$ cat config.mk
export PLATFORM = sky130hd
export DESIGN_NAME = div_share_sched_flat
export DESIGN_NICKNAME = d
export VERILOG_FILES = /design/src/rtl/div_share_sched_if.sv /design/src/rtl/div_share_sched.sv /design/src/flat_wrapper.sv
export SDC_FILE = /design/constraint.sdc
export NUM_CORES = 1
export LEC_CHECK = 0
export ABC_AREA = 1
export ABC_CLOCK_PERIOD_IN_PS = 3200
export CAP_MARGIN = 10
export CORE_ASPECT_RATIO = 0.9
export CORE_MARGIN = 2
export CORE_UTILIZATION = 25
export CTS_BUF_LIST = sky130_fd_sc_hd__clkbuf_2
export DETAILED_ROUTE_END_ITERATION = 8
export PLACE_DENSITY = 0.46
export SLEW_MARGIN = 30
export SYNTH_ARGS = -nofsm -noshare
export SYNTH_HDL_FRONTEND = slang
export SYNTH_SLANG_ARGS = --single-unit
$ cat constraint.sdc
create_clock -name clk -period 3.2 [get_ports clk]
set_input_delay 0.8 -clock clk [delete_from_list [all_inputs] [get_ports clk]]
set_output_delay 0.8 -clock clk [all_outputs]
set_load 0.05 [all_outputs]
$ cat src/rtl/div_share_sched_if.sv
// Bundles the requester, divider-issue and response signals of div_share_sched.
// The scheduler takes the master view; the surrounding datapath takes the slave view.
interface div_share_sched_if #(
    parameter int NREQ = 4,
    parameter int WD   = 5,
    parameter int WS   = 3
);
    localparam int IDW = (NREQ > 1) ? $clog2(NREQ) : 1;

    logic                 hold;
    logic [NREQ-1:0]      req;
    logic [NREQ*WD-1:0]   req_dividend;
    logic [NREQ*WS-1:0]   req_divisor;
    logic [NREQ-1:0]      gnt;

    logic                 div_en;
    logic [WD-1:0]        div_dividend;
    logic [WS-1:0]        div_divisor;
    logic                 div_rdy;
    logic [WD-1:0]        div_result;
    logic [WS-1:0]        div_remainder;

    logic                 rsp_valid;
    logic [IDW-1:0]       rsp_id;
    logic [WD-1:0]        rsp_quot;
    logic [WS-1:0]        rsp_rem;
    logic                 rsp_dbz;

    logic                 busy;
    logic                 sync_err;

    modport master (
        input  hold, req, req_dividend, req_divisor,
        input  div_rdy, div_result, div_remainder,
        output gnt,
        output div_en, div_dividend, div_divisor,
        output rsp_valid, rsp_id, rsp_quot, rsp_rem, rsp_dbz,
        output busy, sync_err
    );

    modport slave (
        output hold, req, req_dividend, req_divisor,
        output div_rdy, div_result, div_remainder,
        input  gnt,
        input  div_en, div_dividend, div_divisor,
        input  rsp_valid, rsp_id, rsp_quot, rsp_rem, rsp_dbz,
        input  busy, sync_err
    );
endinterface

$ cat src/rtl/div_share_sched.sv
// Round-robin scheduler sharing one fixed-latency pipelined divider among NREQ requesters;
// tags each issue with its requester, realigns the tag with the result and patches divide-by-zero.
module div_share_sched #(
    parameter int NREQ = 4,
    parameter int WD   = 5,
    parameter int WS   = 3,
    parameter int LAT  = 5
) (
    input logic               clk,
    input logic               arst_n,
    div_share_sched_if.master bus
);
    localparam int IDW = (NREQ > 1) ? $clog2(NREQ) : 1;
    localparam int SW  = IDW + 1;

    typedef struct packed {
        logic           valid;
        logic [IDW-1:0] id;
        logic           dbz;
    } tag_t;

    logic [IDW-1:0] ptr_q, ptr_d;
    logic [NREQ-1:0] gnt;
    logic [IDW-1:0] gnt_idx;
    logic           gnt_any;
    logic [SW-1:0]  scan_idx;
    logic [WD-1:0]  sel_dividend;
    logic [WS-1:0]  sel_divisor;

    logic           div_en_q, div_en_d;
    logic [WD-1:0]  dividend_q, dividend_d;
    logic [WS-1:0]  divisor_q, divisor_d;
    logic [IDW-1:0] iss_id_q, iss_id_d;
    logic           iss_dbz_q, iss_dbz_d;

    tag_t           tag_q [LAT];
    tag_t           tag_d [LAT];
    tag_t           pop;

    logic           rsp_valid_q, rsp_valid_d;
    logic [IDW-1:0] rsp_id_q, rsp_id_d;
    logic [WD-1:0]  rsp_quot_q, rsp_quot_d;
    logic [WS-1:0]  rsp_rem_q, rsp_rem_d;
    logic           rsp_dbz_q, rsp_dbz_d;
    logic           sync_err_q, sync_err_d;
    logic           any_busy;

    // Scan from ptr upwards with wrap; scan_idx is one bit wider so non-power-of-two NREQ wraps cleanly.
    always_comb begin
        gnt      = '0;
        gnt_idx  = '0;
        gnt_any  = 1'b0;
        scan_idx = '0;
        if (!bus.hold) begin
            for (int k = 0; k < NREQ; k++) begin
                scan_idx = {1'b0, ptr_q} + SW'(k);
                if (scan_idx >= SW'(NREQ)) begin
                    scan_idx = scan_idx - SW'(NREQ);
                end
                if (!gnt_any && bus.req[scan_idx[IDW-1:0]]) begin
                    gnt_any = 1'b1;
                    gnt_idx = scan_idx[IDW-1:0];
                end
            end
        end
        if (gnt_any) begin
            gnt[gnt_idx] = 1'b1;
        end
    end

    always_comb begin
        sel_dividend = '0;
        sel_divisor  = '0;
        for (int i = 0; i < NREQ; i++) begin
            if (gnt[i]) begin
                sel_dividend = sel_dividend | bus.req_dividend[i*WD +: WD];
                sel_divisor  = sel_divisor  | bus.req_divisor[i*WS +: WS];
            end
        end
    end

    always_comb begin
        ptr_d      = ptr_q;
        div_en_d   = gnt_any;
        dividend_d = dividend_q;
        divisor_d  = divisor_q;
        iss_id_d   = gnt_idx;
        iss_dbz_d  = (sel_divisor == '0);
        if (gnt_any) begin
            dividend_d = sel_dividend;
            divisor_d  = sel_divisor;
            ptr_d      = (gnt_idx == IDW'(NREQ - 1)) ? '0 : gnt_idx + IDW'(1);
        end
    end

    // The tag enters alongside the registered div_en so its last stage lines up with div_rdy.
    always_comb begin
        tag_d[0].valid = div_en_q;
        tag_d[0].id    = iss_id_q;
        tag_d[0].dbz   = iss_dbz_q;
        for (int s = 1; s < LAT; s++) begin
            tag_d[s] = tag_q[s-1];
        end
    end

    assign pop = tag_q[LAT-1];

    always_comb begin
        rsp_valid_d = 1'b0;
        rsp_id_d    = rsp_id_q;
        rsp_quot_d  = rsp_quot_q;
        rsp_rem_d   = rsp_rem_q;
        rsp_dbz_d   = rsp_dbz_q;
        sync_err_d  = sync_err_q;
        if (pop.valid && bus.div_rdy) begin
            rsp_valid_d = 1'b1;
            rsp_id_d    = pop.id;
            if (pop.dbz) begin
                rsp_quot_d = '1;
                rsp_rem_d  = '0;
                rsp_dbz_d  = 1'b1;
            end else begin
                rsp_quot_d = bus.div_result;
                rsp_rem_d  = bus.div_remainder;
                rsp_dbz_d  = 1'b0;
            end
        end else if (pop.valid != bus.div_rdy) begin
            sync_err_d = 1'b1;
        end
    end

    always_comb begin
        any_busy = div_en_q | rsp_valid_q;
        for (int s = 0; s < LAT; s++) begin
            any_busy = any_busy | tag_q[s].valid;
        end
    end

    always_ff @(posedge clk or negedge arst_n) begin
        if (!arst_n) begin
            ptr_q       <= '0;
            div_en_q    <= 1'b0;
            dividend_q  <= '0;
            divisor_q   <= '0;
            iss_id_q    <= '0;
            iss_dbz_q   <= 1'b0;
            for (int s = 0; s < LAT; s++) begin
                tag_q[s] <= '0;
            end
            rsp_valid_q <= 1'b0;
            rsp_id_q    <= '0;
            rsp_quot_q  <= '0;
            rsp_rem_q   <= '0;
            rsp_dbz_q   <= 1'b0;
            sync_err_q  <= 1'b0;
        end else begin
            ptr_q       <= ptr_d;
            div_en_q    <= div_en_d;
            dividend_q  <= dividend_d;
            divisor_q   <= divisor_d;
            iss_id_q    <= iss_id_d;
            iss_dbz_q   <= iss_dbz_d;
            for (int s = 0; s < LAT; s++) begin
                tag_q[s] <= tag_d[s];
            end
            rsp_valid_q <= rsp_valid_d;
            rsp_id_q    <= rsp_id_d;
            rsp_quot_q  <= rsp_quot_d;
            rsp_rem_q   <= rsp_rem_d;
            rsp_dbz_q   <= rsp_dbz_d;
            sync_err_q  <= sync_err_d;
        end
    end

    assign bus.gnt          = gnt;
    assign bus.div_en       = div_en_q;
    assign bus.div_dividend = dividend_q;
    assign bus.div_divisor  = divisor_q;
    assign bus.rsp_valid    = rsp_valid_q;
    assign bus.rsp_id       = rsp_id_q;
    assign bus.rsp_quot     = rsp_quot_q;
    assign bus.rsp_rem      = rsp_rem_q;
    assign bus.rsp_dbz      = rsp_dbz_q;
    assign bus.busy         = any_busy;
    assign bus.sync_err     = sync_err_q;
endmodule
$ cat src/flat_wrapper.sv
// flat-port wrapper written by rule: the top's interface ports become plain ports
module div_share_sched_flat 
#(
    parameter int NREQ = 4,
    parameter int WD   = 5,
    parameter int WS   = 3,
    parameter int LAT  = 5
)
  (clk, arst_n, bus_hold, bus_req, bus_req_dividend, bus_req_divisor, bus_div_rdy, bus_div_result, bus_div_remainder, bus_gnt, bus_div_en, bus_div_dividend, bus_div_divisor, bus_rsp_valid, bus_rsp_id, bus_rsp_quot, bus_rsp_rem, bus_rsp_dbz, bus_busy, bus_sync_err);
  div_share_sched_if #(.NREQ(NREQ), .WD(WD), .WS(WS)) bus_i ();
  input logic clk;
  input logic arst_n;
  input wire logic [$bits(bus_i.hold)-1:0] bus_hold;
  input wire logic [$bits(bus_i.req)-1:0] bus_req;
  input wire logic [$bits(bus_i.req_dividend)-1:0] bus_req_dividend;
  input wire logic [$bits(bus_i.req_divisor)-1:0] bus_req_divisor;
  input wire logic [$bits(bus_i.div_rdy)-1:0] bus_div_rdy;
  input wire logic [$bits(bus_i.div_result)-1:0] bus_div_result;
  input wire logic [$bits(bus_i.div_remainder)-1:0] bus_div_remainder;
  output wire logic [$bits(bus_i.gnt)-1:0] bus_gnt;
  output wire logic [$bits(bus_i.div_en)-1:0] bus_div_en;
  output wire logic [$bits(bus_i.div_dividend)-1:0] bus_div_dividend;
  output wire logic [$bits(bus_i.div_divisor)-1:0] bus_div_divisor;
  output wire logic [$bits(bus_i.rsp_valid)-1:0] bus_rsp_valid;
  output wire logic [$bits(bus_i.rsp_id)-1:0] bus_rsp_id;
  output wire logic [$bits(bus_i.rsp_quot)-1:0] bus_rsp_quot;
  output wire logic [$bits(bus_i.rsp_rem)-1:0] bus_rsp_rem;
  output wire logic [$bits(bus_i.rsp_dbz)-1:0] bus_rsp_dbz;
  output wire logic [$bits(bus_i.busy)-1:0] bus_busy;
  output wire logic [$bits(bus_i.sync_err)-1:0] bus_sync_err;
  assign bus_i.hold = bus_hold;
  assign bus_i.req = bus_req;
  assign bus_i.req_dividend = bus_req_dividend;
  assign bus_i.req_divisor = bus_req_divisor;
  assign bus_i.div_rdy = bus_div_rdy;
  assign bus_i.div_result = bus_div_result;
  assign bus_i.div_remainder = bus_div_remainder;
  assign bus_gnt = bus_i.gnt;
  assign bus_div_en = bus_i.div_en;
  assign bus_div_dividend = bus_i.div_dividend;
  assign bus_div_divisor = bus_i.div_divisor;
  assign bus_rsp_valid = bus_i.rsp_valid;
  assign bus_rsp_id = bus_i.rsp_id;
  assign bus_rsp_quot = bus_i.rsp_quot;
  assign bus_rsp_rem = bus_i.rsp_rem;
  assign bus_rsp_dbz = bus_i.rsp_dbz;
  assign bus_busy = bus_i.busy;
  assign bus_sync_err = bus_i.sync_err;
  div_share_sched #(.NREQ(NREQ), .WD(WD), .WS(WS), .LAT(LAT)) u_core (.clk(clk), .arst_n(arst_n), .bus(bus_i));
endmodule
==> impl_metrics.tcl <==
set metrics [dict create \
    synth-xor-area-share 0.004154 \
    violations "setup timing" \
    final_nets 390 \
    synth-seq-cells 47 \
    clock.fmax_ghz 0.3010 \
    path_common_cell "nor2_4" \
    port_buffers 74 \
    hold_viol_final 0 \
    initial_core_util 0.2601 \
    worstSetupStartpointType "primary input" \
    h-tree-depth 2 \
    setup_viol 4 \
    die_height_um 91.12 \
    cpMaxStageDelayCell "dlygate4sd2_1" \
    synth_top_family_by_area "simple AND/OR/NAND/NOR gates" \
    ant_nets 0 \
    synth_mux_area_frac 0 \
    cap_viol_max_count 0 \
    dp_slack_ps -418.4 \
    setup_tns_ps -371.9 \
    fin_cells 437 \
    max_slew_margin 0.6104 \
    synthTopCellsByArea "dfrtp_1 56%, nand2_1 16%, nand4_1 3.6%" \
    wl_per_cell_um 11.92 \
    ys_types 27 \
    worstReg2RegEnd "u_core.bus.div_dividend[2]$_DFFE_PN0N_" \
    place_inst 411 \
    ioPinCount 75 \
    yosysTopAreaCellShare 0.5579 \
    swShare 0.4640 \
    die_area_sq_mm 0.009185 \
    reg2reg_slack_ps 750 \
    power_frac_clock 0.081 \
    areaGrowthSynthToFinish_pct 66.53 \
    viasPerCell 4.169 \
    grt_pass1_wl_mm 8.211 \
    required_ps 2400 \
    switching_power_uw 1742 \
    final_cell_mix "77 x nand2_1, 65 x clkdlybuf4s50_1, 45 x dfrtp_1, 30 x buf_4" \
    max_stage_delay_ps 260 \
    drive_gt1_frac 0.3047 \
    synth_compound_area_frac 0.03798 \
    synth_area_sq_mm 0.002108 \
    track_usage 0.1112 \
    overflow 0 \
    core-area_sq_mm 0.008107 \
    grt_max_degree 48 \
    numCtsBuffers 5 \
    placed_area_sq_mm 0.003084 \
    vias 1822 \
    r2r_start "u_core.ptr_q[0]$_DFFE_PN0N_" \
    cts_hold_buf 0 \
    rsz0062_at_grt "yes" \
    synthCells 230 \
    crit_type "primary input to output port" \
    synth_top_cell_by_area "dfrtp_1" \
    ys_seq_area_frac 0.5579 \
    finalMaxSlewViolations 0 \
    synth-simple-area-share 0.3163 \
    root_buffer "clkbuf_2" \
    power.share.sequential 0.257 \
    cp_cell_sequence "dlygate4sd2_1 -> inv_1 -> nand2_2 -> nand3_4 -> buf_4 -> nand3_2 -> o21ai_2 -> nor3_2 -> nor2_4 -> inv_4 -> ha_4 -> inv_2 -> nor2_4 -> buf_12" \
    drc 0 \
    antenna_found_initial 0 \
    ys.warnings.count 0 \
    clk_path_buf_depth 2 \
    path_clk_slew_ps 220 \
    routed_wl_mm 5.208 \
    worst-slew-pin-transition_ps 584.4 \
    cts_sinks 47 \
    synthAdderAreaFrac 0.02967 \
    r2r_cells 19 \
    p_leak_uw 0.001663 \
    clk_latency_ps 390 \
    power_frac_comb 0.662 \
    p_int_uw 2012 \
    worst_slack_ps -122.7 \
    drt_iter0_markers 145 \
    syn_avg_cell_area_sq_um 9.166 \
    n_antenna_cell 0 \
    path_max_fanout 4 \
    final_common_cell "nand2_1" \
    finalInstanceArea_sq_mm 0.003511 \
    place.gp.congestion 0.8128 \
    power-per-cell-area_mw_per_mm2 1069 \
    arrival_ps 2520 \
    die_x_um 100.8 \
    worstHoldPathType "primary input to async pin" \
    worst_ir_drop_vdd_mv 0.3553 \
    dr.pass1.iters 4 \
    finalCritPeriodShare 1.038 \
    total_power_uw 3754 \
    syn_nets 283 \
    cts_tree "built" \
    status "finished, violations left" \
    clock_skew_ps 10.32 \
    num_rows 31 \
    end_kind "output port" \
    grt_pass1_vias 1752 \
    hpwl_mm 3.644 \
    layout_min_cycle_time_ps 3323 \
]
flip-flops by register name, summed over array words and instances (netlist names):
register                 flops
u_core.bus.rsp_dbz           1
u_core.bus.div_divisor       3
u_core.iss_dbz_q             1
u_core.iss_id_q              2
u_core.tag_d                16
u_core.bus.sync_err          1
u_core.pop                   4
u_core.bus.div_dividend      5
u_core.bus.rsp_quot          5
u_core.bus.rsp_id            2
u_core.ptr_q                 2
u_core.bus.div_en            1
u_core.bus.rsp_rem           3
u_core.bus.rsp_valid         1
power groups by stage:
stage | registers, uW | logic (uW) | clock network (uW)
after floorplan | 1380 | 866 | 0
after global placement | 989 | 1960 | 0
after global routing | 999 | 2670 | 345
after detailed placement | 994 | 1950 | 0
after CTS | 968 | 2220 | 323
final | 965 | 2480 | 305
cells by family after synthesis:
kind of cell,after synthesis
buf+inv,22
xor+xnor,1
compound gates,13
fa+ha+maj,5
simple gates,142
flops,47
metrics by stage:
step	hold slack [ps]	utilization
after floorplan	331.2	-
after global placement	332.4	0.3802
after detailed placement	335.5	0.3805
after CTS	343.4	0.4089
after global routing	336.4	0.4331
final	377.4	0.4331
how the worst max path moves through the flow:
stage	slack, ps	startpoint	cells after the start	end
after floorplan	80	bus_req[3]	13	bus_gnt[3]
after global placement	-450	bus_req[0]	13	bus_gnt[3]
after detailed placement	-420	bus_req[1]	15	bus_gnt[3]
after CTS	-90	u_core.ptr_q[0]$_DFFE_PN0N_	14	bus_gnt[2]
after global routing	-230	u_core.ptr_q[0]$_DFFE_PN0N_	14	bus_gnt[0]
final	-120	bus_req[3]	14	bus_gnt[1]
area by class of cell:
class / instances / area [sq um]
Multi-Input combinational cell: 161 / 1026
Fill cell: 792 / 4596
Clock buffer: 5 / 25.02
Tap cell: 99 / 123.9
Inverter: 16 / 85.08
Sequential cell: 47 / 1179
Timing Repair Buffer: 106 / 1033
Clock inverter: 3 / 38.79
routing by layer:
metal | GRT usage | vias to the layer above | wire length [um]
met5 | 0 | - | 0
met4 | 0.02740 | 0 | 50
met3 | 0.03156 | 5 | 389
met2 | 0.1661 | 69 | 2225
met1 | 0.1581 | 804 | 2542
li1 | - | 944 | -
what timing repair did:
| action | 4_1_cts | 5_1_grt |
|---|---|---|
| pin swaps | 19 | 21 |
| setup endpoints to repair | 4 | 4 |
| hold endpoints to repair | 0 | 0 |
| resized for setup | 30 | 35 |
| buffers inserted | 12 | 6 |
critical path, delay by kind of cell:
| kind | cells | cell delay (ps) |
|---|---|---|
| and+or+nand+nor | 6 | 740 |
| adders and majority gates | 1 | 140 |
| AOI/OAI and AO/OA | 1 | 70 |
| buffers and inverters | 6 | 750 |
synthesized netlist by cell type (all sizes together):
master	number
nand2	101
dfrtp	47
nor2	18
inv	16
nand4	12
o21ai	9
ha	5
nand3	5
buf	4
a22o	3
clkbuf	2
nor3	2
nor4	2
a21oi	1
and2	1
or2	1
xor2	1
(Power assumes the default switching activity.)
